$ cat src/rtl/usb_utmi_packet_summarizer.sv
// Condenses UTMI rx/tx packets and SE0 bus resets into 64-bit timestamped
// summary records, delivered through a show-ahead valid/ready FIFO.
module usb_utmi_packet_summarizer #(
  parameter int FIFO_LOG2  = 3,
  parameter int SE0_CYCLES = 150
) (
  input  logic        clk,
  input  logic        rst_n,
  input  logic        capture_en,
  input  logic [7:0]  utmi_rx_data,
  input  logic        utmi_rx_valid,
  input  logic        utmi_rx_active,
  input  logic [7:0]  utmi_tx_data,
  input  logic        utmi_tx_valid,
  input  logic        utmi_tx_ready,
  input  logic [1:0]  utmi_line_state,
  output logic [63:0] rec_data,
  output logic        rec_valid,
  input  logic        rec_ready,
  output logic [15:0] drop_count,
  output logic        busy
);

  typedef enum logic [1:0] {
    IDLE   = 2'b00,
    RX_PKT = 2'b01,
    TX_PKT = 2'b10
  } state_e;

  localparam int         DEPTH          = 1 << FIFO_LOG2;
  localparam int         SE0_W          = $clog2(SE0_CYCLES + 1);
  localparam logic [1:0] TYPE_RX        = 2'b00;
  localparam logic [1:0] TYPE_TX        = 2'b01;
  localparam logic [1:0] TYPE_BUS_RESET = 2'b10;

  state_e             state_q;
  logic [31:0]        ts_q;
  logic               armed_q;
  logic [31:0]        pkt_ts_q;
  logic [11:0]        len_q;
  logic               len_sat_q;
  logic [7:0]         pid_q;
  logic [SE0_W-1:0]   se0_cnt_q;
  logic [31:0]        se0_ts_q;
  logic               se0_done_q;
  logic               ovf_q;
  logic [15:0]        drop_count_q;
  logic [FIFO_LOG2:0] wr_ptr_q;
  logic [FIFO_LOG2:0] rd_ptr_q;
  logic [63:0]        mem [DEPTH];

  logic        byte_strobe;
  logic [7:0]  byte_data;
  logic        pkt_end;
  logic        pid_err;
  logic        se0_now;
  logic        se0_ok;
  logic        se0_fire;
  logic [31:0] se0_start_ts;
  logic        push_valid;
  logic [63:0] push_rec;
  logic        fifo_empty;
  logic        fifo_full;
  logic        pop;
  logic        push_accept;
  logic        push_drop;

  assign byte_strobe = (state_q == RX_PKT) ? (utmi_rx_valid & utmi_rx_active)
                     : (state_q == TX_PKT) ? (utmi_tx_valid & utmi_tx_ready)
                     : 1'b0;
  assign byte_data   = (state_q == TX_PKT) ? utmi_tx_data : utmi_rx_data;
  assign pkt_end     = ((state_q == RX_PKT) && !utmi_rx_active) ||
                       ((state_q == TX_PKT) && !utmi_tx_valid);
  // A PID byte is valid when its high nibble is the complement of its low nibble.
  assign pid_err     = (len_q != 12'd0) && (pid_q[7:4] != ~pid_q[3:0]);

  assign se0_now      = (utmi_line_state == 2'b00);
  assign se0_ok       = (state_q == IDLE) && capture_en && !utmi_rx_active;
  assign se0_fire     = se0_ok && se0_now && !se0_done_q &&
                        (se0_cnt_q == SE0_W'(SE0_CYCLES - 1));
  assign se0_start_ts = (se0_cnt_q == '0) ? ts_q : se0_ts_q;

  // NOTE: every variable assigned in always_comb gets a default first so no latch is inferred.
  always_comb begin
    push_valid = pkt_end | se0_fire;
    push_rec   = '0;
    if (pkt_end) begin
      push_rec = {pkt_ts_q, pid_err, len_sat_q, ovf_q, 1'b0,
                  (state_q == TX_PKT) ? TYPE_TX : TYPE_RX, 2'b00,
                  pid_q, 4'h0, len_q};
    end else if (se0_fire) begin
      push_rec = {se0_start_ts, 2'b00, ovf_q, 1'b0, TYPE_BUS_RESET, 2'b00,
                  8'h00, 4'h0, 12'h000};
    end
  end

  // NOTE: sequential state uses non-blocking assignments so every register samples pre-edge values.
  always_ff @(posedge clk or negedge rst_n) begin
    if (!rst_n) begin
      state_q    <= IDLE;
      ts_q       <= '0;
      armed_q    <= 1'b0;
      pkt_ts_q   <= '0;
      len_q      <= '0;
      len_sat_q  <= 1'b0;
      pid_q      <= '0;
      se0_cnt_q  <= '0;
      se0_ts_q   <= '0;
      se0_done_q <= 1'b0;
    end else begin
      ts_q <= ts_q + 32'd1;

      // Only arm once the bus is quiet so a packet already in flight is never half-recorded.
      if (!capture_en) begin
        armed_q <= 1'b0;
      end else if (!utmi_rx_active && !utmi_tx_valid) begin
        armed_q <= 1'b1;
      end

      case (state_q)
        IDLE: begin
          if (capture_en && armed_q && (utmi_rx_active || utmi_tx_valid)) begin
            state_q   <= utmi_rx_active ? RX_PKT : TX_PKT;
            pkt_ts_q  <= ts_q;
            len_q     <= '0;
            len_sat_q <= 1'b0;
            pid_q     <= '0;
          end
        end
        RX_PKT, TX_PKT: begin
          if (pkt_end) begin
            state_q <= IDLE;
          end else if (byte_strobe) begin
            if (len_q == 12'd0) begin
              pid_q <= byte_data;
            end
            if (len_q == 12'hFFF) begin
              len_sat_q <= 1'b1;
            end else begin
              len_q <= len_q + 12'd1;
            end
          end
        end
        default: state_q <= IDLE;
      endcase

      if (!se0_now) begin
        se0_cnt_q  <= '0;
        se0_done_q <= 1'b0;
      end else if (!se0_ok || se0_done_q) begin
        se0_cnt_q <= '0;
      end else if (se0_fire) begin
        se0_cnt_q  <= '0;
        se0_done_q <= 1'b1;
      end else begin
        if (se0_cnt_q == '0) begin
          se0_ts_q <= ts_q;
        end
        se0_cnt_q <= se0_cnt_q + 1'b1;
      end
    end
  end

  assign fifo_empty  = (wr_ptr_q == rd_ptr_q);
  assign fifo_full   = (wr_ptr_q[FIFO_LOG2] != rd_ptr_q[FIFO_LOG2]) &&
                       (wr_ptr_q[FIFO_LOG2-1:0] == rd_ptr_q[FIFO_LOG2-1:0]);
  assign pop         = !fifo_empty && rec_ready;
  assign push_accept = push_valid && (!fifo_full || pop);
  assign push_drop   = push_valid && !push_accept;

  always_ff @(posedge clk or negedge rst_n) begin
    if (!rst_n) begin
      wr_ptr_q     <= '0;
      rd_ptr_q     <= '0;
      ovf_q        <= 1'b0;
      drop_count_q <= '0;
    end else begin
      if (push_accept) begin
        wr_ptr_q <= wr_ptr_q + 1'b1;
      end
      if (pop) begin
        rd_ptr_q <= rd_ptr_q + 1'b1;
      end
      if (push_drop) begin
        ovf_q <= 1'b1;
        if (drop_count_q != 16'hFFFF) begin
          drop_count_q <= drop_count_q + 16'd1;
        end
      end else if (push_accept) begin
        ovf_q <= 1'b0;
      end
    end
  end

  // NOTE: record storage has no reset; the pointers alone decide which entries are live.
  always_ff @(posedge clk) begin
    if (push_accept) begin
      mem[wr_ptr_q[FIFO_LOG2-1:0]] <= push_rec;
    end
  end

  assign rec_valid  = !fifo_empty;
  assign rec_data   = fifo_empty ? 64'd0 : mem[rd_ptr_q[FIFO_LOG2-1:0]];
  assign drop_count = drop_count_q;
  assign busy       = (state_q != IDLE);

endmodule

$ cat config.mk
export PLATFORM = sky130hd
export DESIGN_NAME = usb_utmi_packet_summarizer
export DESIGN_NICKNAME = d
export VERILOG_FILES = /design/src/rtl/usb_utmi_packet_summarizer.sv
export SDC_FILE = /design/constraint.sdc
export NUM_CORES = 1
export LEC_CHECK = 0
export BUFFER_PORTS_ARGS = -buffer_cell sky130_fd_sc_hd__buf_2
export CAP_MARGIN = 20
export CORE_AREA = 2 2 206 208
export DETAILED_ROUTE_END_ITERATION = 16
export DIE_AREA = 0 0 208 210
export PLACE_DENSITY = 0.9
export SLEW_MARGIN = 10
export SYNTH_ARGS = -nofsm -noshare
export SYNTH_HDL_FRONTEND = slang
export SYNTH_SLANG_ARGS = --single-unit
$ cat constraint.sdc
create_clock -name clk -period 16.2 [get_ports clk]
set_clock_uncertainty 0.2 [all_clocks]
set_input_delay 2.43 -clock clk [delete_from_list [all_inputs] [get_ports clk]]
set_output_delay 2.43 -clock clk [all_outputs]
set_load 0.03 [all_outputs]
==> run metrics <==
port bufs=100; largest area contributor in the netlist=edfxtp_1; hold worst-path end=drop_count[13]; status=completed; critical path data required time=between 10 and 15 ns; number of placement rows=75; CP peak stage delay=0.97 ns; register-to-register setup slack=between 10 and 15 ns; Crit Path Category=reg -> out; CP bufs+invs=2; Total Routing Usage GR=0.265; maxcap violations=0; die height=210 um; Area Growth Syn to Fin=11.6%; CTS Hold Bufs=0; min cycle time layout=6.37 ns; 1st-pass router iterations=6; worst-margin pin slew=1.10 ns; Post-synth EDFFs=456; Longest Clk Path Bufs=3; Hold WS=just under 0.3 ns; fmax=157 MHz; Clock Sinks=610; Slew Viols, Final=0; Crit path arrival time=3.74 ns; Synth area leaders=edfxtp_1, dfrtp_1, mux4_2; CTS Root Buffer Type=clkbuf_16; Avg WL per Cell=about 27 um; via count=14200; r2r worst-path depth=8; slew margin rel.=0.262; syn avg cell area=between 15 and 20 um^2; post-synthesis sequential area ratio=0.699; Crit Path Max Fanout=56; Crit path max-delay family=buffers and inverters; antenna violations before repair=1; CP Cell Sequence=xor2_1 > nor4b_2 > buf_4 > nor2_1 > buf_2; RR Endpoint=mem[3][48]; clk_lat worst skew=0.60 ns; Startpoint Class=flip-flop; vias in the first global route=14900; Final GP Congestion=0.846; htree depth=2; global route overflow=0; PD cells=160 nW/um^2; fraction of layout instances using a drive strength above 1=0.251; Final Cycle Share=0.393; post-CTS sizing=0; die area=approximately 44000 um^2; final wirelength=~58 mm; Starting DRT DRC Count=between 1500 and 2000; most frequent cells in the layout=edfxtp_1, dfrtp_1, mux4_2; crit end category=output port; Vias/cell=6.60; Leak=10.6 nW; fraction of post-synthesis cell area in the top cell type by area=0.545; flip-flop and latch area=17600 um^2; hold path start=drop_count[13]; first-pass GRT wire length=87.7 mm; Async S/R FF share, synth=0.252; synthesized cell area=25100 um^2; fin util=0.676; commonest non-fill, non-tap cell in the layout=edfxtp_1; setup_tns=0 ns; RR Startpoint=state_q[0]; final net count=1607; total power=around 0.0045 W; die width=208 um; slowest cell on the critical path=dfrtp_4; Post-CTS Setup Inserts=0; CTS Buf Count=55; Post-synth top flop=edfxtp_1; RSZ-0062 raised after global routing=false; largest net degree at the start of global routing=between 80 and 90; TritonCTS clock tree=done; Synth Instances=1459; dpl hpwl=30.2 mm; Tightest Hold Check Type=reg -> reg; clk slew on worst S/H paths=0.06 ns; post-synthesis cell type count=57; Starting Density=0.606; final hold violations=0; DR DRC count=0; Ports=108; Yosys warning total=0; worst vdd ir=between 0.0001 and 0.00015 V; final setup vio count=0; Worst Hold Path Cells=1; synthesis-stage register bit count=610; ANT nets after route=0; area of the multi-input gates=7240 um^2; Fillers=2426; core area=approximately 41000 um^2
==> where the power goes <==
group	internal [W]	switching [W]	leakage, nW	total [W]
Combinational	0.000492	0.000801	3.20	0.00129
Clock	0.000712	0.000558	0.849	0.00127
Sequential	0.00179	0.000142	6.56	0.00193
Total	0.00299	0.00150	10.6	0.00449
==> through the flow <==
| step | instance area (um^2) | std cells | setup WS [ns] |
|---|---|---|---|
| floorplan | 25100 | 1465 | 6.15 |
| CTS | 27900 | 2147 | 9.84 |
| finish | 28000 | 2155 | 9.83 |
| global route | 28000 | 2154 | 9.83 |
| detailed placement | 26200 | 2044 | 10.46 |
| global placement | 26200 | 2044 | 10.53 |
==> routing by layer <==
| metal | GRT usage | share of wire | vias up |
|---|---|---|---|
| met5 | 0 | 0 | - |
| met4 | 0.118 | 0.044 | 0 |
| met3 | 0.0475 | 0.084 | 182 |
| met2 | 0.458 | 0.52 | 882 |
| met1 | 0.332 | 0.36 | 7287 |
| li1 | - | - | 5869 |
==> flip-flops by register name, summed over array words and instances (netlist names), 8 cells and up <==
| signal | count |
|---|---|
| pkt_ts_q | 32 |
| se0_cnt_q | 8 |
| drop_count | 16 |
| pid_q | 8 |
| se0_ts_q | 32 |
| mem | 456 |
| ts_q | 32 |
| len_q | 12 |
==> worst max path at each step <==
stage / startpoint / endpoint / slack (ns) / cells past startpoint
floorplan: utmi_rx_active / mem[0][0] / 6.15 / 4
global placement: rd_ptr_q[0] / rec_data[50] / 10.53 / 5
detailed placement: rd_ptr_q[0] / rec_data[45] / 10.46 / 5
CTS: rd_ptr_q[0] / rec_data[53] / 9.84 / 5
global route: rd_ptr_q[1] / rec_data[63] / 9.83 / 5
finish: rd_ptr_q[1] / rec_data[0] / 9.83 / 5
==> cell usage after synthesis, drive strengths merged (2+ instances only) <==
master     n
a21oi      9
a22o      11
a22oi      3
a31oi      2
a41oi      3
and2      25
and3       9
and4      11
buf       42
clkbuf    38
dfrtp    154
edfxtp   456
ha        12
inv       16
mux2      69
mux2i     96
mux4     114
nand2     77
nand2b     2
nand3     30
nand4     17
nand4b     3
nor2      98
nor3      10
nor3b      4
nor4       8
nor4b      5
o211ai     4
o21a       2
o21ai     39
o2bb2ai    8
o31ai      3
o41ai      3
or4b       2
xnor2     33
xor2      30
==> cells by family after synthesis <==
logic type / after synthesis / synth area share
DFF: 610 / 0.699
and+or+nand+nor: 304 / 0.0598
muxes: 279 / 0.171
buffers and inverters: 97 / 0.0168
AOI/OAI and AO/OA: 93 / 0.0252
xor gates and xnor gates: 63 / 0.0220
adders and majority gates: 12 / 0.00598
other: 1 / 0.000149
==> cell type report <==
| class | count | area share |
|---|---|---|
| multi-input cells | 758 | 0.258 |
| diodes | 1 | 0.0000893 |
| clock buffers | 77 | 0.0550 |
| inverters | 17 | 0.00228 |
| well taps | 539 | 0.0241 |
| repair buffers | 127 | 0.0265 |
| flip-flops and latches | 610 | 0.626 |
| clock inverters | 26 | 0.00759 |
(Power assumes the default switching activity.)
